===== src/rtl/hazard_pkg.sv =====
// rtl/hazard_pkg.sv - shared encodings for the hazard / forwarding control slice
//
// Purpose : operand-mux select codes, FSM state encoding and the hard-wired
//           zero register used by hazard_forward_ctrl and fwd_match.
// Ports   : none (package).
package hazard_pkg;

  // EX-stage operand mux select codes
  localparam logic [1:0] FWD_REGFILE = 2'd0;
  localparam logic [1:0] FWD_EXMEM   = 2'd1;
  localparam logic [1:0] FWD_MEMWB   = 2'd2;
  localparam logic [1:0] FWD_WBBYP   = 2'd3;

  // Load-use stall sequencer states
  typedef enum logic {
    ST_RUN   = 1'b0,
    ST_STALL = 1'b1
  } state_t;

  // Register specifier that is never written and therefore never forwarded
  localparam int REG_ZERO = 0;

endpackage


===== src/rtl/fwd_match.sv =====
// rtl/fwd_match.sv - priority comparator for one EX-stage operand
//
// Purpose : compares one decode-stage source register against the EX, MEM and
//           WB destinations and returns the forwarding select (nearest producer
//           wins) plus a flag saying the operand depends on a load now in EX.
// Ports   : src/use_src             decode source register and its use flag
//           ex_*, mem_*, wb_*       producer destinations and write enables
//           sel                     2-bit operand select (hazard_pkg FWD_*)
//           load_match              operand needs the result of the EX load
module fwd_match
  import hazard_pkg::*;
#(
  parameter int REG_ADDR_W = 5
) (
  input  logic [REG_ADDR_W-1:0] src,
  input  logic                  use_src,
  input  logic [REG_ADDR_W-1:0] ex_rd,
  input  logic                  ex_reg_write,
  input  logic                  ex_mem_read,
  input  logic [REG_ADDR_W-1:0] mem_rd,
  input  logic                  mem_reg_write,
  input  logic [REG_ADDR_W-1:0] wb_rd,
  input  logic                  wb_reg_write,
  output logic [1:0]            sel,
  output logic                  load_match
);

  logic src_live;

  // An unused operand or the zero register never forwards; this also covers
  // the "destination != 0" condition because src == rd is then required.
  assign src_live = use_src && (src != REG_ADDR_W'(REG_ZERO));

  always_comb begin
    sel = FWD_REGFILE;
    if (src_live) begin
      if (ex_reg_write && (ex_rd == src)) begin
        sel = FWD_EXMEM;
      end else if (mem_reg_write && (mem_rd == src)) begin
        sel = FWD_MEMWB;
      end else if (wb_reg_write && (wb_rd == src)) begin
        sel = FWD_WBBYP;
      end
    end
  end

  assign load_match = src_live && ex_mem_read && (ex_rd == src);

endmodule


===== src/rtl/hazard_forward_ctrl.sv =====
// rtl/hazard_forward_ctrl.sv - EX operand forwarding selects and load-use stall control
//
// Purpose : registers the operand-A/B mux selects so they line up with the
//           instruction entering EX, and holds PC / IF-ID while inserting
//           LOAD_STALL_CYCLES bubbles into ID/EX on a load-use hazard.
// Ports   : Clk, Rst (async, active high), ext_stall (global freeze)
//           id_rs/id_rt, id_use_rs/id_use_rt   decode-stage sources
//           ex_rd, ex_reg_write, ex_mem_read   EX producer
//           mem_rd, mem_reg_write              MEM producer
//           wb_rd, wb_reg_write                WB producer
//           fwd_sel_a, fwd_sel_b               registered operand selects
//           pc_write_en, ifid_write_en, idex_flush   stall controls
// Config  : HAZARD_PERF_CNT_EN adds stall_count (out, 32) and
//           stall_count_clr (in) - a count of cycles that inserted a bubble.
module hazard_forward_ctrl
  import hazard_pkg::*;
#(
  parameter int LOAD_STALL_CYCLES = 1,
  parameter int REG_ADDR_W        = 5
) (
  input  logic                  Clk,
  input  logic                  Rst,
  input  logic                  ext_stall,
`ifdef HAZARD_PERF_CNT_EN
  input  logic                  stall_count_clr,
  output logic [31:0]           stall_count,
`endif
  input  logic [REG_ADDR_W-1:0] id_rs,
  input  logic [REG_ADDR_W-1:0] id_rt,
  input  logic                  id_use_rs,
  input  logic                  id_use_rt,
  input  logic [REG_ADDR_W-1:0] ex_rd,
  input  logic                  ex_reg_write,
  input  logic                  ex_mem_read,
  input  logic [REG_ADDR_W-1:0] mem_rd,
  input  logic                  mem_reg_write,
  input  logic [REG_ADDR_W-1:0] wb_rd,
  input  logic                  wb_reg_write,
  output logic [1:0]            fwd_sel_a,
  output logic [1:0]            fwd_sel_b,
  output logic                  pc_write_en,
  output logic                  ifid_write_en,
  output logic                  idex_flush
);

  // Extra bubbles after the one raised combinationally in the hazard cycle
  localparam logic [2:0] STALL_INIT = 3'(LOAD_STALL_CYCLES - 1);

  state_t     state;
  logic [2:0] cnt;
  logic [1:0] sel_a, sel_b;
  logic       load_a, load_b;
  logic       hazard, stall_now;

  fwd_match #(.REG_ADDR_W(REG_ADDR_W)) u_match_a (
    .src           (id_rs),
    .use_src       (id_use_rs),
    .ex_rd         (ex_rd),
    .ex_reg_write  (ex_reg_write),
    .ex_mem_read   (ex_mem_read),
    .mem_rd        (mem_rd),
    .mem_reg_write (mem_reg_write),
    .wb_rd         (wb_rd),
    .wb_reg_write  (wb_reg_write),
    .sel           (sel_a),
    .load_match    (load_a)
  );

  fwd_match #(.REG_ADDR_W(REG_ADDR_W)) u_match_b (
    .src           (id_rt),
    .use_src       (id_use_rt),
    .ex_rd         (ex_rd),
    .ex_reg_write  (ex_reg_write),
    .ex_mem_read   (ex_mem_read),
    .mem_rd        (mem_rd),
    .mem_reg_write (mem_reg_write),
    .wb_rd         (wb_rd),
    .wb_reg_write  (wb_reg_write),
    .sel           (sel_b),
    .load_match    (load_b)
  );

  // Both operands hitting the same load still form a single stall sequence,
  // and nothing new is detected while a sequence is already running.
  assign hazard    = (state == ST_RUN) && (load_a || load_b);
  assign stall_now = hazard || (state == ST_STALL);

  always_comb begin
    pc_write_en   = 1'b1;
    ifid_write_en = 1'b1;
    idex_flush    = 1'b0;
    if (Rst) begin
      // released immediately, even when reset lands mid-stall
      pc_write_en   = 1'b1;
    end else if (ext_stall) begin
      // freeze: nothing advances and no bubble is injected
      pc_write_en   = 1'b0;
      ifid_write_en = 1'b0;
      idex_flush    = 1'b0;
    end else if (stall_now) begin
      pc_write_en   = 1'b0;
      ifid_write_en = 1'b0;
      idex_flush    = 1'b1;
    end
  end

  always_ff @(posedge Clk or posedge Rst) begin
    if (Rst) begin
      fwd_sel_a <= FWD_REGFILE;
      fwd_sel_b <= FWD_REGFILE;
      state     <= ST_RUN;
      cnt       <= 3'd0;
    end else if (!ext_stall) begin
      // a bubble entering EX carries no forwarding
      fwd_sel_a <= stall_now ? FWD_REGFILE : sel_a;
      fwd_sel_b <= stall_now ? FWD_REGFILE : sel_b;
      case (state)
        ST_RUN: begin
          if (hazard && (LOAD_STALL_CYCLES > 1)) begin
            state <= ST_STALL;
            cnt   <= STALL_INIT;
          end
        end
        ST_STALL: begin
          cnt <= cnt - 3'd1;
          if (cnt == 3'd1) begin
            state <= ST_RUN;
          end
        end
      endcase
    end
  end

`ifdef HAZARD_PERF_CNT_EN
  // Counts bubbles actually inserted; a frozen cycle inserts none.
  always_ff @(posedge Clk or posedge Rst) begin
    if (Rst) begin
      stall_count <= 32'd0;
    end else if (stall_count_clr) begin
      stall_count <= 32'd0;
    end else if (stall_now && !ext_stall) begin
      stall_count <= stall_count + 32'd1;
    end
  end
`endif

endmodule


===== config.mk =====
export PLATFORM = sky130hd
export DESIGN_NAME = hazard_forward_ctrl
export DESIGN_NICKNAME = d
export VERILOG_FILES = /design/src/rtl/hazard_pkg.sv /design/src/rtl/fwd_match.sv /design/src/rtl/hazard_forward_ctrl.sv
export SDC_FILE = /design/constraint.sdc
export NUM_CORES = 1
export LEC_CHECK = 0
export ABC_AREA = 1
export CAP_MARGIN = 0
export CORE_MARGIN = 3
export CORE_UTILIZATION = 40
export CTS_CLUSTER_DIAMETER = 80
export DETAILED_ROUTE_END_ITERATION = 10
export GPL_TIMING_DRIVEN = 0
export PLACE_DENSITY = 0.81
export SETUP_SLACK_MARGIN = 0.02
export SYNTH_ARGS = -nofsm -noshare
export SYNTH_HDL_FRONTEND = slang
export SYNTH_SLANG_ARGS = --single-unit
export TNS_END_PERCENT = 100

===== constraint.sdc =====
create_clock -name Clk -period 1.4 [get_ports Clk]
set_input_delay 0.28 -clock Clk [delete_from_list [all_inputs] [get_ports Clk]]
set_output_delay 0.28 -clock Clk [all_outputs]
set_load 0.05 [all_outputs]

==> impl_metrics.yaml <==
logic_synthesis:
  yosys.cell_types.count: 26
  synth_top_family_by_area: "simple AND/OR/NAND/NOR gates"
  adder_and_majority_cell_fraction_of_the_synthesized_area: 0.0246
  area_share_of_the_largest_cell_type_after_synthesis: 0.203
  post_synthesis_average_cell_area_sq_um: 5.68
  synth_largest_area_cell: "nand2_1"
  synth_xor_xnor_area_share: 0.103
  postSynthRegisterBits: 8
  post_synth_and_or_nand_nor_area_fraction: 0.443
  most_area_consuming_cells_after_synthesis: "nand2_1 (20%), dfrtp_1 (20%), nor2_1 (10%)"
  yosys_warnings: 0
  netlist_area_sq_um: 1020
  seq_area_frac_synth: 0.197
  muxShareOfSynthArea: 0
  synth_compound_area_frac: 0.0984
  postSynthCellCount: 179
  syn-num-nets: 215
finish:
  fillers: 182
  most_common_library_cell_in_the_layout_ignoring_fill_and_taps: "nand2_1"
  area.sequential_sq_um: 200
  layout-drive-gt1-share: 0.345
  most-common-layout-cells: "nand2_1 (49), nor2_1 (21), inv_1 (20), buf_4 (18), inv_2 (10)"
  area_growth_syn_to_layout_pct: 65.3
  instances_no_fill: 263
  num-nets-final: 273
  multiInputGateArea_sq_um: 769
  layout.cell_area.non_filler_sq_um: 1680
  antenna_cells: 0
place:
  dpl-instance-area_sq_um: 1460
  port_buffers: 39
  dpl.cell_count: 246
  detailed_place_hpwl_mm: 2.23
  routabilityCongestion: 0.862
worst_hold_path:
  min-delay-start: "ext_stall"
  worst_hold_path_type: "input port to flop"
critical_path:
  worst_path_max_delay_cell: "or2_1"
  crit_buf_inv: 3
  reg2reg_from: "state"
  worstSetupEndpointType: "primary output"
  worst-endpoint-arrival_ns: 1.33
  critical-path-top-cell-by-count: "buf_6"
  timing.critical_path.fanout_max: 3
  critPathRequiredTime_ns: 1.12
  crit_family: "simple AND/OR/NAND/NOR gates"
  worstPathCellList: "buf_6 > or2_1 > nand3_2 > nor2_4 > nand2_2 > nand3_4 > o21ai_4 > buf_6 > buf_8"
  timing.setup.critical_path_class: "input port to primary output"
  crit_path_start: "ex_rd[3]"
  timing.critical_path.from_type: "input port"
  cp_slowest_stage_delay_ns: 0.24
floorplan:
  dieWidth_microns: 56.4
  num_io_pins: 41
  floorplan.initialDensity: 0.439
  rows: 17
  area_enclosed_by_the_die_boundary_sq_um: 3180
  die_h_microns: 56.4
  placeableCoreArea_sq_um: 2320
clock_network:
  insertion_delay_ns: 0.25
  cts_buffer_depth: 2
  cts_tree: "done"
  tritoncts.num_buffers: 3
  hold_buffers: 0
  clkTransAtPathRegs_ns: 0.05
  cts-root-buf: "clkbuf_4"
  cts-htree-levels: 1
  clock_sinks: 8
timing:
  fin_tns_setup_ns: -0.577
  fin_crit_sh: 1.15
  final_max_slew_viol_count: 0
  timing.final.crit_period_ns: 1.61
  hold-worst-slack_ns: 0.386
  skew_ns: 0.00493
  setup_viol_count_final: 3
  slew_headroom: 0.818
  max_clock_freq_mhz: 620
  final_critical_path_setup_slack_ns: -0.213
  final_number_of_hold_violating_endpoints: 0
  worst_slew_pin_slew_ns: 0.272
  rsz0062_at_grt: "true"
routing:
  first_pass_iters: 4
  via_count_normalized_by_instance_count: 4.73
  drcViolationCount: 0
  vias: 1244
  drt_first_iter_violations: 40
  routed_wire_length_per_instance_microns: 12.2
  drt.antenna.violating_nets: 0
  route.final.wire_length_mm: 3.21
power:
  design_power_total_mw: 1.19
  power.static_leakage_nw: 0.939
  worst_ir_drop_vdd_mv: 0.984
  power-per-cell-area_nw_per_um2: 710
global_route:
  grtUsageMet2: 0.282
  overflow: 0
  grt_max_degree: 9
  use_met3: 0.0483
  grt_first_pass_wirelength_mm: 4.88
  met1_usage: 0.282
  grt.total_usage: 0.190
  gr-max-usage-layer: "met1"
  first_global_vias: 1078
  antenna_found_initial: 0
flow_run:
  maxCapViolCount: 0
outcome:
  status: "complete, but fails checks"
  failing_checks: "setup timing"
cell families after synthesis:
| kind of cell | Yosys count |
|---|---|
| simple gates | 103 |
| compound gates | 19 |
| fa+ha+maj | 2 |
| buf+inv | 35 |
| xor+xnor | 12 |
| flops | 8 |
worst min-delay path, stage by stage:
cell	delay [ns]
clkbuf_2	0.18
nand2_1	0.09
nand2_1	0.04
Yosys cell counts:
cell	n
a21oi_1	5
a21oi_2	1
a31oi_1	1
and3_1	1
buf_4	1
clkbuf_2	1
dfrtp_1	8
ha_1	2
inv_1	26
inv_2	7
nand2_1	55
nand2_2	3
nand3_1	8
nand3_2	1
nand3_4	1
nand3b_1	2
nand4_1	1
nor2_1	27
nor2_2	1
nor2_4	1
nor3_1	1
o21ai_0	6
o21ai_1	6
or2_0	1
xnor2_1	7
xor2_1	5
path summary, 6_finish.rpt:
| check | slack [ns] | to | depth (start not counted) |
|---|---|---|---|
| min in group asynchronous | 0.44 | state | 3 |
| max reg2reg | 0.23 | fwd_sel_b[1] | 7 |
| max | -0.21 | pc_write_en | 9 |
| max in group asynchronous | 0.84 | fwd_sel_b[1] | 3 |
| min | 0.39 | fwd_sel_a[0] | 3 |
| min reg2reg | 0.48 | fwd_sel_a[0] | 2 |
power breakdown:
| group | switching (mW) | internal (mW) |
|---|---|---|
| logic | 0.385 | 0.319 |
| clock network | 0.0729 | 0.0977 |
| registers | 0.0276 | 0.293 |
| total | 0.485 | 0.709 |
flip-flops by register name (all words and copies together), names as in the netlist:
signal     cells
fwd_sel_b      2
state          1
fwd_sel_a      2
cnt            3
metrics by stage:
stage                util  setup WS, ns
CTS                 0.682        -0.204
floorplan               -        -0.256
global route        0.725        -0.304
finish              0.725        -0.213
detailed placement  0.629         -1.41
global placement    0.629         -1.39
layer usage:
metal,vias up,routed length [microns]
met3,0,166
met2,36,1540
met1,548,1500
li1,660,-
met4,0,0
met5,-,0
area by class of cell:
type,instances,area share
inverters,33,0.0789
clock buffers,3,0.0134
repair buffers,53,0.301
well taps,28,0.0208
flip-flops and latches,8,0.119
plain buffers,2,0.00967
multi-input cells,136,0.458
timing repair:
item                                    in CTS  in global routing
hold endpoints to repair                     0                  0
pin swaps                                   25                 21
endpoints found under the setup margin      11                  8
setup buffers                               13                  4
resized for setup                          124                 33
gates cloned                                 0                  0
Note: power is estimated with default switching activity, not from simulation.
